### src/rtl/vga_pkg.sv
// Shared VGA/framebuffer constants, slot encoding and scan address helper
// used by the framebuffer arbiter and its helpers.
package vga_pkg;

  localparam int H_ACTIVE    = 640;
  localparam int V_ACTIVE    = 480;
  localparam int SCALE_SHIFT = 2;
  localparam int FB_W        = H_ACTIVE >> SCALE_SHIFT;
  localparam int FB_H        = V_ACTIVE >> SCALE_SHIFT;
  localparam int PIX_W       = 8;
  localparam int ADDR_W      = 15;
  localparam int FB_SIZE     = FB_W * FB_H;

  typedef enum logic [1:0] {IDLE, DISP, WR} slot_t;

  // Upscaled screen coordinate to linear framebuffer address.
  function automatic logic [ADDR_W-1:0] scan_addr(input logic [9:0] x, input logic [9:0] y);
    return ADDR_W'(y >> SCALE_SHIFT) * ADDR_W'(FB_W) + ADDR_W'(x >> SCALE_SHIFT);
  endfunction

endpackage

### src/rtl/vram_delay_line.sv
// Width/depth parameterised shift register with a configurable reset value.
module vram_delay_line #(
  parameter int               WIDTH   = 1,
  parameter int               DEPTH   = 2,
  parameter logic [WIDTH-1:0] RST_VAL = '0
) (
  input  logic             clk,
  input  logic             rst,
  input  logic [WIDTH-1:0] d,
  output logic [WIDTH-1:0] q
);

  logic [WIDTH-1:0] stage [DEPTH];

  always_ff @(posedge clk or negedge rst) begin
    if (!rst) begin
      for (int i = 0; i < DEPTH; i++) stage[i] <= RST_VAL;
    end else begin
      stage[0] <= d;
      for (int i = 1; i < DEPTH; i++) stage[i] <= stage[i-1];
    end
  end

  assign q = stage[DEPTH-1];

endmodule

### src/rtl/vram_scan_arbiter.sv
// Shares one single-port framebuffer RAM between VGA scan-out and a writer.
// Define VRAM_DOUBLE_BUFFER_EN for a bank-swapped (double buffered) framebuffer.
module vram_scan_arbiter
  import vga_pkg::*;
(
  input  logic              clk,
  input  logic              rst,
  input  logic [9:0]        x,
  input  logic [9:0]        y,
  input  logic              valid,
  input  logic              pixclk,
  input  logic              hsync_in,
  input  logic              vsync_in,
  input  logic              wr_req,
  input  logic [ADDR_W-1:0] wr_addr,
  input  logic [PIX_W-1:0]  wr_data,
  output logic              wr_ack,
`ifdef VRAM_DOUBLE_BUFFER_EN
  input  logic              swap_req,
  output logic              front_bank,
  output logic [ADDR_W:0]   ram_addr,
`else
  output logic [ADDR_W-1:0] ram_addr,
`endif
  output logic              ram_we,
  output logic [PIX_W-1:0]  ram_wdata,
  input  logic [PIX_W-1:0]  ram_rdata,
  output logic [PIX_W-1:0]  pix_out,
  output logic              hsync_out,
  output logic              vsync_out
);

  localparam logic [ADDR_W-1:0] FB_LIMIT = ADDR_W'(FB_SIZE);

  slot_t                     slot;
  logic [$bits(ram_addr)-1:0] disp_ram_addr;
  logic [$bits(ram_addr)-1:0] wr_ram_addr;
  logic [1:0]                tag_q;
  logic [1:0]                sync_q;

  // Scan-out owns every visible pixel slot; the writer takes whatever is left.
  always_comb begin
    slot = IDLE;
    if (pixclk && valid) slot = DISP;
    else if (wr_req)     slot = WR;
  end

`ifdef VRAM_DOUBLE_BUFFER_EN
  logic swap_pending;

  // Display reads the front bank while the writer fills the back bank.
  assign disp_ram_addr = {front_bank, scan_addr(x, y)};
  assign wr_ram_addr   = {~front_bank, wr_addr};

  always_ff @(posedge clk or negedge rst) begin
    if (!rst) begin
      front_bank   <= 1'b0;
      swap_pending <= 1'b0;
    end else if (swap_pending && x == '0 && y == 10'(V_ACTIVE)) begin
      front_bank   <= ~front_bank;
      swap_pending <= 1'b0;
    end else if (swap_req) begin
      swap_pending <= 1'b1;
    end
  end
`else
  assign disp_ram_addr = scan_addr(x, y);
  assign wr_ram_addr   = wr_addr;
`endif

  always_ff @(posedge clk or negedge rst) begin
    if (!rst) begin
      ram_addr  <= '0;
      ram_we    <= 1'b0;
      ram_wdata <= '0;
      wr_ack    <= 1'b0;
    end else begin
      case (slot)
        DISP: begin
          ram_addr <= disp_ram_addr;
          ram_we   <= 1'b0;
          wr_ack   <= 1'b0;
        end
        WR: begin
          ram_addr  <= wr_ram_addr;
          ram_wdata <= wr_data;
          ram_we    <= (wr_addr < FB_LIMIT);
          wr_ack    <= 1'b1;
        end
        default: begin
          ram_we <= 1'b0;
          wr_ack <= 1'b0;
        end
      endcase
    end
  end

  // Tag bit 1 marks a pixel slot, bit 0 marks it as visible (a real read).
  vram_delay_line #(.WIDTH(2), .DEPTH(2), .RST_VAL(2'b00)) u_tag_dly (
    .clk (clk),
    .rst (rst),
    .d   ({pixclk, pixclk & valid}),
    .q   (tag_q)
  );

  vram_delay_line #(.WIDTH(2), .DEPTH(3), .RST_VAL(2'b11)) u_sync_dly (
    .clk (clk),
    .rst (rst),
    .d   ({hsync_in, vsync_in}),
    .q   (sync_q)
  );

  assign hsync_out = sync_q[1];
  assign vsync_out = sync_q[0];

  always_ff @(posedge clk or negedge rst) begin
    if (!rst) begin
      pix_out <= '0;
    end else if (tag_q[1]) begin
      pix_out <= tag_q[0] ? ram_rdata : '0;
    end
  end

endmodule
### config.mk
export PLATFORM = sky130hd
export DESIGN_NAME = vram_scan_arbiter
export DESIGN_NICKNAME = d
export VERILOG_FILES = /design/src/rtl/vga_pkg.sv /design/src/rtl/vram_delay_line.sv /design/src/rtl/vram_scan_arbiter.sv
export SDC_FILE = /design/constraint.sdc
export NUM_CORES = 1
export LEC_CHECK = 0
export ABC_CLOCK_PERIOD_IN_PS = 2350
export CORE_MARGIN = 1
export CORE_UTILIZATION = 50
export CTS_CLUSTER_DIAMETER = 120
export DETAILED_ROUTE_END_ITERATION = 16
export DONT_BUFFER_PORTS = 1
export PLACE_DENSITY = 0.75
export SLEW_MARGIN = 20
export SYNTH_ARGS = -nofsm -noshare
export SYNTH_HDL_FRONTEND = slang
export SYNTH_SLANG_ARGS = --single-unit
### constraint.sdc
create_clock -name clk -period 2.35 [get_ports clk]
set_clock_uncertainty 0.1 [all_clocks]
set_input_delay 0.1175 -clock clk [delete_from_list [all_inputs] [get_ports clk]]
set_output_delay 0.1175 -clock clk [all_outputs]
set_load 0.01 [all_outputs]
== Word level (Yosys, flattened, before mapping) ==
Index checks and enable logic that the tools add are counted.
Word-level totals
  word-level logic and storage cells: 24
  bits in registers: 43
  input port bits: 58
  output and inout port bits: 35
Cells by class
  reductions and logical operators: 2
  $lt $le $gt $ge: 1
  multiplexer cells: 6
  bitwise gates (word level): 1
  $add $sub $neg: 1
  multiply operators: 1
  equal/unequal tests: 2
Operators with widths (count)
  one-hot mux 15 bit (2 select lines): 1
  adder 15 x 8 -> 15 bit: 1
  < comparator 15 bit (second input constant): 1
  multiplier 8 x 3 -> 10 bit (second input constant): 1
  two-way mux 8 bit: 1
  two-way mux 2 bit: 2
  equality test 2 x 1 -> 1 bit (second input constant): 1
  equality test 2 bit (second input constant): 1
  two-way mux 1 bit: 2
  nonzero test 2 bit: 1
  AND 1 bit: 1
  logical AND 1 bit: 1

== Depth between registers and ports, before layout ==
  depth in word-level cells: 4
  depth in mapped cells: 9
  depth with buffers taken out: 9

== Cells and area by module ==
A second synthesis with hierarchy kept.
Second synthesis, totals
  cells, all modules: 212
  area, all modules: 2280.9 µm²
Modules (own cells, without submodules)
  vram_scan_arbiter: cells each 198, seq. area each 825.8 µm², area each 1993.2 µm², times used 1
  vram_delay_line at u_sync_dly: cells each 8, seq. area each 157.7 µm², area each 172.7 µm², times used 1
  vram_delay_line at u_tag_dly: cells each 6, seq. area each 100.1 µm², area each 115.1 µm², times used 1

== Worst setup path before layout ==
OpenSTA, ideal clock, no wires.
  path type: input port to flip-flop
  from: input y[3]
  to: register ram_addr[13]
  slack: -31 ps
  stages: 8
  library setup time: 82 ps
  required time: 2168 ps
  data arrival time: 2199 ps
  cell sequence: ha_1 > ha_1 > inv_1 > fa_1 > xor2_1 > or3_4 > or4_1 > a31oi_1
On the way
  longest elaborated chain between the ends: 3
RTL lines
  start: declaration: RTL line vram_scan_arbiter.sv:9  | input logic [9:0] y,
  multiplier 8 x 3 -> 10 bit: RTL line vga_pkg.sv:18  | return ADDR_W'(y >> SCALE_SHIFT) * ADDR_W'(FB_W) + ADDR_W'(x >> SCALE_SHIFT);
  adder 15 x 8 -> 15 bit: RTL line vga_pkg.sv:18
  one-hot mux 15 bit (2 select lines): RTL line vram_scan_arbiter.sv:78  | case (slot)
  end signal: assignment: RTL line vram_scan_arbiter.sv:80  | ram_addr <= disp_ram_addr;
  end signal: assignment: RTL line vram_scan_arbiter.sv:85  | ram_addr <= wr_ram_addr;
  end: declaration: RTL line vram_scan_arbiter.sv:23  | output logic [ADDR_W-1:0] ram_addr,
No other way between the ends.
A chain may end at the register's enable or synchronous reset.

== Worst setup path in the final report ==
Same ends and word-level chain as after synthesis.

==> results.json <==
{
  "holdPathStages": 3,
  "yosys_register_bits": 43,
  "r2r_cells": 4,
  "drive_gt1_share_pct": 16.3,
  "async_flop_share_pct": 100,
  "dieArea_um2": 4880,
  "start_util_pct": 52.5,
  "synth_top_cell_by_area": "dfrtp_1",
  "netlist.area_leader.share_pct": 40.2,
  "io_buffers": 0,
  "p_leak_nw": 1.29,
  "tightest_slew_ns": 0.750,
  "synthCells": 208,
  "busiest_layer": "met2",
  "tritoncts.num_buffers": 5,
  "place_congestion": 0.710,
  "max_stage_delay_ns": 0.51,
  "r2r-end": "ram_addr[5]",
  "synth_edf_count": 0,
  "p_per_area_nw_per_um2": 601,
  "maxCapViolCount": 0,
  "first_iter_violations": 128,
  "cts_setup_buffers": 0,
  "hold_end": "ram_addr[14]",
  "rsz0062_at_grt": "no",
  "r2r_slack_ns": 0.36,
  "finalCritPeriodShare_pct": 87.2,
  "ys_types": 48,
  "clk_pin_slew_worst_paths_ns": 0.08,
  "max_clock_freq_ghz": 0.488,
  "synth.avg_cell_area_um2": 11.1,
  "cts-htree-levels": 2,
  "dpl.hpwl_um": 3130,
  "die_x_um": 69.9,
  "grt_max_degree": 44,
  "yosysSeqAreaShare_pct": 47.0,
  "cts-resized-gates": 0,
  "cts_buffer_depth": 2,
  "use_met2_pct": 36.8,
  "utilization_pct": 67.6,
  "setup_viol": 0,
  "crit_fanout": 3,
  "insertion_delay_ns": 0.29,
  "dr.pass1.iters": 4,
  "timing_hold_violations_final": 0,
  "vias_per_cell": 5.61,
  "wl_um": 4970,
  "use_met1_pct": 25.9,
  "ant_nets": 0,
  "layout_commonest_cell": "dlygate4sd3_1",
  "numPlacedInstances": 256,
  "cp_num_buf_inv": 1,
  "grt.overflow.total": 0,
  "syn_nets": 283,
  "drc": 0,
  "die_h_um": 69.9,
  "post_drt_wl_per_cell_um": 15.8,
  "antenna_found_initial": 0,
  "synth_ff_type": "dfrtp_1",
  "slew_headroom_pct": 49.9,
  "holdCritStartpoint": "wr_req",
  "clock-sinks": 43,
  "synth_warnings": 0,
  "ir_worst_vdd_mv": 0.273,
  "layout.cells.non_filler": 315,
  "nets": 337,
  "root_buffer": "clkbuf_8",
  "hold_class": "in2reg",
  "layout_common_cells": "dlygate4sd3_1 (50), dfrtp_1 (37), o21ai_0 (20)",
  "post-route-min-period_ns": 2.05,
  "end_kind": "register",
  "synth_area_leaders": "dfrtp_1 (40%), ha_1 (8.1%), dfstp_2 (6.8%), mux2i_1 (4.3%), o21ai_0 (4.3%)",
  "critical_path_arrival_ns": 2.17,
  "worstSetupStartpointType": "input pin",
  "rows": 24,
  "core-area_um2": 4380,
  "grtUsageTotal_pct": 21.2,
  "path_class": "in2reg",
  "cts_tree": "yes",
  "syn_area_um2": 2300,
  "num_antenna_cells": 0,
  "met3_usage_pct": 4.91,
  "crit_slowest_cell": "or4_1",
  "crit_family": "adder cells",
  "area_growth_pct": 28.6,
  "cp_cell_sequence": "ha_1 -> ha_2 -> inv_1 -> fa_2 -> or3_4 -> or4_1 -> a31oi_1",
  "finalMaxSlewViolations": 0,
  "pin_count": 93,
  "grt_pass1_wl_um": 8190,
  "grt_pass1_vias": 1754,
  "rr_startpoint": "ram_addr[5]",
  "required_ns": 2.47,
  "outcome": "complete, no violations",
  "vias": 1768
}
==> Yosys cell counts (3+ instances only) <==
cell,number
nor2_1,6
mux2i_1,10
inv_1,17
clkbuf_1,4
o21ai_0,20
a21oi_1,5
mux2_2,8
dfstp_2,6
xnor2_1,6
nand3_1,8
o211ai_1,3
nor2b_1,6
a211oi_1,5
ha_1,15
dfrtp_1,37
nand2_1,11
==> registers in the layout (all words and copies together), names as in the netlist <==
name              cells
ram_addr             15
u_tag_dly.stage       2
u_sync_dly.stage      4
wr_ack                1
ram_wdata             8
pix_out               8
ram_we                1
u_tag_dly.q           2
u_sync_dly.q          2
==> cell type report <==
type                            instances  area [um2]
Fill cell                             339        1420
Multi-Input combinational cell        139        1100
Sequential cell                        43        1080
Timing Repair Buffer                   56         558
Clock buffer                            5        68.8
Tap cell                               52        65.1
Inverter                               17        63.8
Clock inverter                          3        20.0
==> report_power, final <==
part | leakage, nW | internal (mW) | switching (mW)
registers | 0.517 | 0.818 | 0.0869
logic | 0.731 | 0.238 | 0.183
clock network | 0.0402 | 0.207 | 0.248
==> per-stage QoR <==
step | setup WS, ns | TNS, ns | total power, mW | instance area (um2) | hold slack [ns]
after floorplan | 0.0251 | 0 | 1.17 | 2320 | -0.278
after global placement | 0.0154 | 0 | 1.22 | 2350 | -0.277
after detailed placement | -0.0242 | -0.0381 | 1.23 | 2350 | -0.277
after CTS | 0.289 | 0 | 1.79 | 2960 | 0.0186
after global routing | 0.148 | 0 | 1.87 | 2960 | 0.0554
final | 0.300 | 0 | 1.78 | 2960 | 0.0362
==> cells by family after synthesis <==
kind of cell	count (synthesis)	synth area share [%]
AOI/OAI and AO/OA	48	13.9
xor gates and xnor gates	8	3.04
adders and majority gates	17	9.89
buffers and inverters	26	5.65
DFF	43	47.0
muxes	18	8.26
and+or+nand+nor	48	12.3
==> worst max path at each step <==
stage	start	end	slack, ns	cells past startpoint
2_1_floorplan	y[3]	ram_addr[13]	0.03	7
3_3_place_gp	y[3]	ram_addr[14]	0.02	9
3_5_place_dp	y[3]	ram_addr[14]	-0.02	9
4_1_cts	y[3]	ram_addr[14]	0.29	9
5_1_grt	y[3]	ram_addr[14]	0.15	9
6_report	y[3]	ram_addr[13]	0.30	7
==> repair_timing <==
item,CTS,global route
hold buffers,51,0
hold endpoints to repair,78,0
endpoints found under the setup margin,0,0
==> metal layers <==
layer | vias to the layer above | wire, um | share of wire (%)
li1 | 839 | - | -
met2 | 74 | 2540 | 51
met3 | 11 | 306 | 6.2
met5 | - | 0 | 0
met4 | 0 | 81 | 1.6
met1 | 844 | 2030 | 41
==> worst register-to-register path: stages, from the launching register on <==
cell and delay (ns):
dfrtp_1 0.43, mux2i_1 0.13, dlygate4sd3_1 0.57, o21ai_0 0.07
dlygate4sd3_1 0.59
No activity file was read; power rests on OpenSTA's default activity.
